## src/rtl/mult_seq_pkg.sv

```systemverilog
// Shared types and sizing helpers for the shift-add multiplier sequencer.
package mult_seq_pkg;

   typedef enum logic [1:0] {IDLE, RUN, DONE} mult_state_t;

   // Iteration counter must hold 0..n.
   function automatic int unsigned cnt_width(int unsigned width);
      return $clog2(width + 1);
   endfunction

endpackage

```

## src/rtl/mult_sequencer_adder.sv

```systemverilog
// Plain n-bit unsigned adder; the sequencer's only arithmetic element.
module adder #(
   parameter int n = 32
) (
   input  logic [n-1:0] a,
   input  logic [n-1:0] b,
   output logic [n-1:0] s
);

   always_comb s = a + b;

endmodule

```

## src/rtl/mult_sequencer.sv

```systemverilog
// Unsigned shift-add multiplier: one shared adder iterated n times,
// start/ready/done handshake, product held until the next accepted start.
module mult_sequencer
   import mult_seq_pkg::*;
#(
   parameter int n = 32
) (
   input  logic           clk,
   input  logic           rst_n,
   input  logic           start,
   input  logic [n-1:0]   a,
   input  logic [n-1:0]   b,
   output logic           ready,
   output logic           busy,
   output logic           done,
   output logic [2*n-1:0] product
);

   localparam int unsigned CW = cnt_width(n);

   mult_state_t   state_q, state_d;
   logic [n-1:0]  mcand_q, mcand_d;
   logic [n-1:0]  hi_q, hi_d;
   logic [n-1:0]  lo_q, lo_d;
   logic [CW-1:0] cnt_q, cnt_d;
   logic [n:0]    addend;
   logic [n:0]    sum;

   always_comb addend = lo_q[0] ? {1'b0, mcand_q} : '0;

   adder #(.n(n + 1)) u_adder (
      .a ({1'b0, hi_q}),
      .b (addend),
      .s (sum)
   );

   always_ff @(posedge clk or negedge rst_n) begin
      if (!rst_n) begin
         state_q <= IDLE;
         mcand_q <= '0;
         hi_q    <= '0;
         lo_q    <= '0;
         cnt_q   <= '0;
      end else begin
         state_q <= state_d;
         mcand_q <= mcand_d;
         hi_q    <= hi_d;
         lo_q    <= lo_d;
         cnt_q   <= cnt_d;
      end
   end

   always_comb begin
      state_d = state_q;
      mcand_d = mcand_q;
      hi_d    = hi_q;
      lo_d    = lo_q;
      cnt_d   = cnt_q;
      case (state_q)
         IDLE: begin
            if (start) begin
               mcand_d = a;
               lo_d    = b;
               hi_d    = '0;
               cnt_d   = '0;
               state_d = RUN;
            end
         end
         RUN: begin
            // Carry out of sum is always 0, so the shifted-in bit is sum[n].
            hi_d  = sum[n:1];
            lo_d  = {sum[0], lo_q[n-1:1]};
            cnt_d = cnt_q + CW'(1);
            if (cnt_q == CW'(n - 1)) state_d = DONE;
         end
         DONE:    state_d = IDLE;
         default: state_d = IDLE;
      endcase
   end

   always_comb begin
      ready = 1'b0;
      busy  = 1'b0;
      done  = 1'b0;
      case (state_q)
         IDLE:    ready = 1'b1;
         RUN:     busy  = 1'b1;
         DONE:    done  = 1'b1;
         default: ready = 1'b0;
      endcase
   end

   always_comb product = {hi_q, lo_q};

endmodule

```

## config.mk

```make
export PLATFORM = sky130hd
export DESIGN_NAME = mult_sequencer
export DESIGN_NICKNAME = d
export VERILOG_FILES = /design/src/rtl/mult_seq_pkg.sv /design/src/rtl/mult_sequencer_adder.sv /design/src/rtl/mult_sequencer.sv
export SDC_FILE = /design/constraint.sdc
export NUM_CORES = 1
export LEC_CHECK = 0
export ABC_AREA = 1
export CORE_AREA = 2 2 108 152
export DETAILED_ROUTE_END_ITERATION = 10
export DIE_AREA = 0 0 110 154
export GPL_ROUTABILITY_DRIVEN = 1
export GPL_TIMING_DRIVEN = 1
export PLACE_DENSITY = 0.7
export SLEW_MARGIN = 20
export SYNTH_ARGS = -nofsm -noshare
export SYNTH_HDL_FRONTEND = slang
export SYNTH_SLANG_ARGS = --single-unit
```

## constraint.sdc

```tcl
create_clock -name clk -period 5.7 [get_ports clk]
set_clock_uncertainty 0.1 [all_clocks]
set_input_delay 1.71 -clock clk [delete_from_list [all_inputs] [get_ports clk]]
set_output_delay 1.71 -clock clk [all_outputs]
set_load 0.02 [all_outputs]
```

==> run metrics <==
DIE HEIGHT 154 microns; hold bufs inserted after CTS 0; register bit total from synthesis 104; Slowest-stage cell, CP clkdlybuf4s50_1; initial antenna violation count 0; Post-Route WL 19,400 microns; Mapped Area 6870 sq um; FP Rows 54; TritonCTS clock tree built; Top delay family on crit path buffers and inverters; final hold viol count 0; CP peak stage delay slightly below 0.7 ns; Layout Cells excl Fill 1,343; number of setup buffers added after CTS 0; Hold Crit Start mcand_q[1]$_DFFE_PN0P_; Port-buffer cells approximately 130; fin crit share approximately 66%; Core Area between 15,000 and 20,000 sq um; P&R area growth vs syn 25.8%; Routability Congestion approximately 0.92; vias after detailed routing roughly 6.5k; later-pin clock latency in the skew report ~0.36 ns; drt first-iter violations 270; WHS Endpoint mcand_q[1]$_DFFE_PN0P_; layout cell share with drive strength beyond 1 between 5 and 6%; cell with the most instances after synthesis nand2_1; Synth area leaders dfrtp_1 38%, nand2_1 22%, inv_1 10%; origin of the critical flop-to-flop path lo_q[0]$_DFFE_PN0P_; PostCTS Resize Cnt 0; unrepaired setup endpoints after global routing false; Synth async-reset ratio 100%; Routed wire per std cell 14.4 microns; Overall Global Routing Usage around a quarter; LEAKAGE just under 5 nW; Buf+Inv Stages, Crit Path 2; PwrDens 668 nW/um^2; die footprint 16,900 sq um; vias in the first global route between 6k and 7k; Final setup viols 0; Starting Density about 44%; Routed Antenna Nets 0; CTS Sinks between 100 and 150; DPL Wire Length 14,500 microns; first drt pass iteration count 4; Clk pin slew, worst setup/hold paths approximately 0.08 ns; Crit. End Element output port; startpoint types flip-flop; CTS Buffer Depth 2; critical path class flip-flop to output port; Final nets 1,243; Synthesis Warnings 0; register-to-register setup slack between 2 and 3 ns; top-area cell type share of the netlist area 37.9%; diodes inserted 0; Critical Path RT 3.89 ns; synth cell count leaders 408 x nand2_1, 186 x inv_1, 104 x dfrtp_1; Max H-tree Level 3; width of the die between 100 and 150 microns; crit path cell chain nor2_4 > buf_4 > clkdlybuf4s50_1; max-slew violation count 0; total gr overflow 0; largest net degree at the start of global routing 66; worst hold stages 2; Worst slew margin around two fifths; Max Cap Viol 0; Synth cell types 33; CP Max Fanout 27; placed inst area 8320 sq um; DP Cell Count approximately 1.3k; CTS Buf Count 9; I/O pin cnt 134; VDD IR max roughly 0.31 mV; largest area contributor in the netlist dfrtp_1; post-route design area ~8600 sq um; post-synth net total ~1.1k; HP Class flip-flop to flip-flop; Post-synth EDFFs 0; Root Buffer clkbuf_16; reg2reg end hi_q[31]$_DFFE_PN0P_; Worst setup startpoint state_q[1]$_DFFE_PN0P_; final critical-path required period 3.75 ns; sequential fraction of the synthesis area a little under two fifths; Avg Cell Area, Syn roughly 6.7 sq um; DRC violations left 0; Synth Flop Type dfrtp_1; global-route wire length before repair around 32,000 microns; status complete, no violations; setup_tns 0 ns; fmax about 270 MHz; R2R depth 17; Syn Inst Count 1,020; crit path DAT 1.94 ns; Via density around 4.9; worst slew pin tran roughly 0.91 ns
-- cell families after synthesis --
group                    count (synthesis)  synth area share [%]
buffers and inverters                  218                  12.9
flip-flops                             104                  37.9
AO/OA/AOI/OAI                          123                  10.6
XOR/XNOR                                 4                 0.510
AND/OR/NAND/NOR                        537                  31.8
adder cells (fa/ha/maj)                 34                  6.30
-- power breakdown --
| part | internal, mW | switching, mW |
|---|---|---|
| sequential | 1.12 | 0.289 |
| clock | 0.356 | 0.333 |
| combinational | 1.40 | 2.27 |
| total | 2.88 | 2.89 |
-- placed cells by master, fill, tap and decap left out, types with 2 or more instances in the layout --
cell / n
nand2_1: 408
inv_1: 186
clkdlybuf4s50_1: 132
dfrtp_1: 104
a21oi_1: 54
nor2_1: 51
nand3_1: 40
ha_1: 33
o22ai_1: 31
nand2_2: 16
o21ai_0: 14
clkbuf_16: 9
a21oi_2: 7
o21ai_1: 7
buf_4: 7
nor3_1: 5
inv_2: 4
nand3_2: 4
o22ai_2: 4
nor2_4: 3
nor2_2: 3
o21bai_1: 3
nand4_1: 3
nand3b_1: 2
xnor2_1: 2
xor2_1: 2
clkinv_4: 2
clkinv_8: 2
-- layer usage --
metal / track usage (%) / routed length, microns / up-vias
met1: 28.0 / 8040 / 2981
met3: 4.71 / 799 / 32
met5: 0 / 0 / -
met4: 9.28 / 614 / 0
li1: - / - / 3384
met2: 42.2 / 9940 / 125
-- layout make-up --
class                   count  area (sq um)
clock buffers               9           225
fillers                  1506          6830
flip-flops and latches    104          2600
repair buffers            139          1370
multi-input cells         698          3380
inverters                 190           713
clock inverters             7           100
well taps                 196           245
-- registers in the layout (all words and copies together) (netlist names) --
| name | cells |
|---|---|
| lo_q | 32 |
| hi_q | 32 |
| mcand_q | 32 |
| state_q | 2 |
| cnt_q | 6 |
-- how the worst max path moves through the flow --
stage	end	slack, ns	cells past startpoint
after global routing	lo_q[30]$_DFFE_PN0P_	1.77	6
after detailed placement	lo_q[14]$_DFFE_PN0P_	1.54	6
after global placement	hi_q[0]$_DFFE_PN0P_	1.55	7
final	busy	1.95	3
after floorplan	busy	3.03	2
after CTS	hi_q[0]$_DFFE_PN0P_	1.93	7
-- worst min-delay path: cells and delay by family, from the launching register on --
| kind | cells | cell delay (ns) |
|---|---|---|
| AND/OR/NAND/NOR | 2 | 0.10 |
| flip-flops | 1 | 0.35 |
-- per-stage QoR --
stage / hold WS, ns / worst slack [ns] / utilization (%) / power (mW)
after CTS: 0.386 / 1.93 / 55.9 / 5.82
after detailed placement: 0.365 / 1.54 / 53.8 / 5.10
after floorplan: 0.349 / 3.03 / - / 3.89
after global routing: 0.403 / 1.77 / 55.9 / 6.33
final: 0.379 / 1.95 / 55.9 / 5.77
after global placement: 0.361 / 1.55 / 53.8 / 5.06
(Power assumes the default switching activity.)
